### src/rtl/uart_tx.sv
// uart_tx: byte-serial UART transmitter, 8N1, LSB first.
// The optional even-parity bit is enabled by defining UART_TX_PARITY_EN.
// tx and busy_o are registered from the current state, so the line follows
// the state machine one cycle later. This gives the one-cycle accept-to-start
// latency, and valid_i/data_i have no combinational path to tx.
module uart_tx #(
    parameter int unsigned CLOCKS_PER_BAUD = 10
) (
    input  logic       clk,
    input  logic       rst,
    input  logic [7:0] data_i,
    input  logic       valid_i,
    output logic       ready_o,
    output logic       tx,
    output logic       busy_o
);

    localparam int unsigned BW = $clog2(CLOCKS_PER_BAUD);
    localparam logic [BW-1:0] BAUD_LAST = BW'(CLOCKS_PER_BAUD - 1);

    typedef enum logic [2:0] {
        S_IDLE,
        S_START,
        S_DATA,
`ifdef UART_TX_PARITY_EN
        S_PARITY,
`endif
        S_STOP
    } state_t;

    state_t        r_state;
    state_t        w_state_nxt;
    logic [BW-1:0] r_baud_cnt;
    logic [BW-1:0] w_baud_nxt;
    logic [2:0]    r_bit_idx;
    logic [2:0]    w_bit_nxt;
    logic [7:0]    r_shreg;
    logic          r_tx;
    logic          r_busy;
    logic          w_baud_last;
    logic          w_ready;
    logic          w_accept;
    logic          w_tx_lvl;

    assign w_baud_last = (r_baud_cnt == BAUD_LAST);
    assign w_ready     = (r_state == S_IDLE) || ((r_state == S_STOP) && w_baud_last);
    assign w_accept    = valid_i && w_ready;

    assign ready_o = w_ready;
    assign tx      = r_tx;
    assign busy_o  = r_busy;

    // State, counters and shift register update.
    always_ff @(posedge clk) begin
        if (rst) begin
            r_state    <= S_IDLE;
            r_baud_cnt <= '0;
            r_bit_idx  <= '0;
            r_shreg    <= '0;
        end else begin
            r_state    <= w_state_nxt;
            r_baud_cnt <= w_baud_nxt;
            r_bit_idx  <= w_bit_nxt;
            if (w_accept) begin
                r_shreg <= data_i;
            end
        end
    end

    // Next-state and counter sequencing.
    always_comb begin
        w_state_nxt = r_state;
        w_baud_nxt  = w_baud_last ? '0 : r_baud_cnt + 1'b1;
        w_bit_nxt   = r_bit_idx;
        unique case (r_state)
            S_IDLE: begin
                w_baud_nxt = '0;
                w_bit_nxt  = '0;
                if (w_accept) begin
                    w_state_nxt = S_START;
                end
            end
            S_START: begin
                if (w_baud_last) begin
                    w_state_nxt = S_DATA;
                    w_bit_nxt   = '0;
                end
            end
            S_DATA: begin
                if (w_baud_last) begin
                    if (r_bit_idx == 3'd7) begin
`ifdef UART_TX_PARITY_EN
                        w_state_nxt = S_PARITY;
`else
                        w_state_nxt = S_STOP;
`endif
                        w_bit_nxt = '0;
                    end else begin
                        w_bit_nxt = r_bit_idx + 3'd1;
                    end
                end
            end
`ifdef UART_TX_PARITY_EN
            S_PARITY: begin
                if (w_baud_last) begin
                    w_state_nxt = S_STOP;
                end
            end
`endif
            S_STOP: begin
                if (w_baud_last) begin
                    w_bit_nxt   = '0;
                    w_state_nxt = w_accept ? S_START : S_IDLE;
                end
            end
            default: begin
                w_state_nxt = S_IDLE;
                w_baud_nxt  = '0;
                w_bit_nxt   = '0;
            end
        endcase
    end

    // Line level implied by the current state.
    always_comb begin
        w_tx_lvl = 1'b1;
        unique case (r_state)
            S_START:    w_tx_lvl = 1'b0;
            S_DATA:     w_tx_lvl = r_shreg[r_bit_idx];
`ifdef UART_TX_PARITY_EN
            S_PARITY:   w_tx_lvl = ^r_shreg;
`endif
            default:    w_tx_lvl = 1'b1;
        endcase
    end

    // Registered line and busy outputs.
    always_ff @(posedge clk) begin
        if (rst) begin
            r_tx   <= 1'b1;
            r_busy <= 1'b0;
        end else begin
            r_tx   <= w_tx_lvl;
            r_busy <= (r_state != S_IDLE);
        end
    end

endmodule

### config.mk
export PLATFORM = sky130hd
export DESIGN_NAME = uart_tx
export DESIGN_NICKNAME = d
export VERILOG_FILES = /design/src/rtl/uart_tx.sv
export SDC_FILE = /design/constraint.sdc
export NUM_CORES = 1
export LEC_CHECK = 0
export CORE_MARGIN = 8
export CORE_UTILIZATION = 58
export CTS_BUF_LIST = sky130_fd_sc_hd__clkbuf_4
export DETAILED_ROUTE_END_ITERATION = 12
export PLACE_DENSITY = 0.85
export SLEW_MARGIN = 20
export SYNTH_ARGS = -nofsm -noshare
export SYNTH_HDL_FRONTEND = slang
export SYNTH_SLANG_ARGS = --single-unit
### constraint.sdc
create_clock -name clk -period 2.3 [get_ports clk]
set_input_delay 0.69 -clock clk [delete_from_list [all_inputs] [get_ports clk]]
set_output_delay 0.69 -clock clk [all_outputs]
set_load 0.03 [all_outputs]
==> metrics, run 1 <==
cts bufs inserted 3; power share of the clock group roughly 16%; CTS max path bufs 2; total I/O pin count 14; CP Launch Type flop; antenna violations before repair 0; leakage approximately 0.49 nW; Area growth syn-to-layout 23.98%; first-pass GRT wire length 2925 µm; post-synth top area cell dfxtp_1; vias post-DR 686; Final Hold Vio Count 0; Storage cell area 381.6 µm²; sequential share of the synthesized area 42.88%; mean post-synth cell area 10.08 µm²; DRC viols 0; ANT cells 0; largest net degree at the start of global routing 11; Design Area, Final 1100 µm²; Detailed Routing Iterations Pass 1 4; combinational share of power 45.5%; power per cell area 1022 nW/µm²; Synth Cell Area roughly 890 µm²; hold path start r_shreg[5]$_SDFFE_PP0P_; most frequent cells after synthesis dfxtp_1 (19), nor2_1 (19), mux2i_1 (11); Fillers 102; critical path startpoint r_baud_cnt[1]$_SDFF_PP0_; Worst-Skew Late Latency 0.29 ns; post-DP HPWL approximately 1400 µm; worst-margin pin slew around 0.38 ns; FFs w/ async S/R, synth 0%; unrepaired setup endpoints after global routing false; via/cell ratio 5.488; Syn Nets 108; Routed WL 1799 µm; status completed; required time of the critical path between 1.5 and 2 ns; Slew headroom between 70 and 80%; Final Critical Period ~2.2 ns; Die Wd 55.11 µm; core outline area 1471 µm²; CTS clk-pin slew, worst paths 0.10 ns; CTS Sinks 19; ratio of cells with drive above 1 in the final layout 13.76%; Setup Buffers After CTS 0; Yosys reg bits 19; Rows 14; arrival time worst endpoint 1.51 ns; CTS H-tree lvls 1; Die ar. roughly 3000 µm²; DP Area 1071 µm²; Hold WS 0.5126 ns; final setup fails 0; drt wl/cell around 14 µm; crit end category primary output; 1st-iter DRT viols 24; crit-path max FO 2; post-cts hold buffer count 0; port buffer count 13; area of the multi-input gates 488.0 µm²; CTS tree done; skew final 0.003665 ns; register share of total power between 30% and 40%; Die Ht 55.11 µm; Yosys top cell area share 42.88%; CP Class flop to primary output; Hold Path Class flop to flop; P_int 712.0 µW; Clock Tree Root clkbuf_4; grt ovf 0; Final Cycle Share 95.66%; total track usage 13.27%; reg2reg start r_state[0]$_SDFFE_PP0P_; top cells by area, synth dfxtp_1 (43%), ha_1 (13%), mux2i_1 (12%); prevailing post-synth register cell dfxtp_1; vias in the first global route 685; P_sw 412.5 µW; maximum vdd drop 0.0005510 V; sw frac 36.68%; gpl congestion 0.7627; max_cap viols 0; Nets 130; Final Slew Violations 0; Post-DRT Antenna Nets 0; synthesized instance count 88; Max Fclk 454.5 MHz; Ys Warns 0; Post-synth EDFFs 0; Unique masters post-synth 24; Initial Util 60.29%
-- metrics by stage --
stage	std cells	TNS, ns	util, %	total power [mW]	worst slack (ns)
2_1_floorplan	88	0	-	0.7896	0.4778
3_5_place_dp	121	-0.03003	72.79	0.9569	-0.03003
5_1_grt	125	0	74.74	1.204	0.01313
4_1_cts	125	0	74.49	1.124	0.04565
3_3_place_gp	121	0	72.79	0.9302	0.03570
6_report	125	0	74.74	1.125	0.09984
-- registers in the layout, summed over array words and instances (netlist names) --
register	cells
r_baud_cnt	4
busy_o	1
tx	1
r_state	2
r_bit_idx	3
r_shreg	8
-- timing repair --
action,4_1_cts,5_1_grt
setup endpoints to repair,1,1
pin swaps,0,1
gates resized for setup,5,3
-- cell type report --
| type | count | area share (%) |
|---|---|---|
| multi-input combinational | 64 | 44.37 |
| sequential | 19 | 34.70 |
| timing repair buffer | 18 | 15.02 |
| clock buffer | 4 | 2.730 |
| tap | 16 | 1.820 |
| inverter | 4 | 1.365 |
-- cell usage in the layout, fill, tap and decap left out, drive strengths merged, types with 2 or more instances in the layout --
cell type	netlist	routed
mux2i	11	11
nand3	4	4
buf	0	6
a211oi	2	2
clkdlybuf4s50	0	12
clkbuf	1	4
dfxtp	19	19
inv	4	4
a21oi	3	3
nor2	19	19
nand2	2	2
ha	9	9
-- power groups by stage --
stage	registers (mW)	clock network, mW	logic (mW)
6_report	0.438	0.174	0.512
3_3_place_gp	0.440	0	0.490
2_1_floorplan	0.464	0	0.325
3_5_place_dp	0.446	0	0.510
5_1_grt	0.447	0.196	0.562
4_1_cts	0.439	0.184	0.501
-- logic make-up (layout without fill, tap and decap cells) --
family	after synthesis	count (layout)	share of synthesized area, %
flip-flops	19	19	42.88
XOR/XNOR	2	2	1.975
buffers and inverters	5	26	2.115
multiplexers	12	12	14.95
AO/OA/AOI/OAI	9	9	8.321
adder cells (fa/ha/maj)	9	9	12.69
AND/OR/NAND/NOR	32	32	17.07
-- worst paths after layout --
path                        endpoint  depth (start not counted)  slack, ns
max reg2reg  r_state[0]$_SDFFE_PP0P_                          6       0.45
min reg2reg  r_shreg[5]$_SDFFE_PP0P_                          2       0.51
min          r_shreg[5]$_SDFFE_PP0P_                          2       0.51
max                          ready_o                          5        0.1
-- layer usage --
metal	wire (µm)	up-vias	global-route usage, %
met5	0	-	0
met4	45	0	7.200
met3	103	6	2.941
met2	865	20	21.27
met1	785	309	16.07
li1	-	351	-
-- critical path: stages, from the launching register on --
cell and delay (ns):
dfxtp_2 0.34, inv_1 0.05, ha_1 0.19, and4b_1 0.21
or2_2 0.27, buf_4 0.17
Note: power is estimated with default switching activity, not from simulation.
==> run 2, diff against run 1 <==
--- a/config.mk
+++ b/config.mk
@@ -5,6 +5,7 @@
 export SDC_FILE = /design/constraint.sdc
 export NUM_CORES = 1
 export LEC_CHECK = 0
+export CAP_MARGIN = 20
 export CORE_MARGIN = 8
 export CORE_UTILIZATION = 58
 export CTS_BUF_LIST = sky130_fd_sc_hd__clkbuf_4
==> results of run 2 <==
No change in the layout: final DEF, timing and power equal those of run 1.
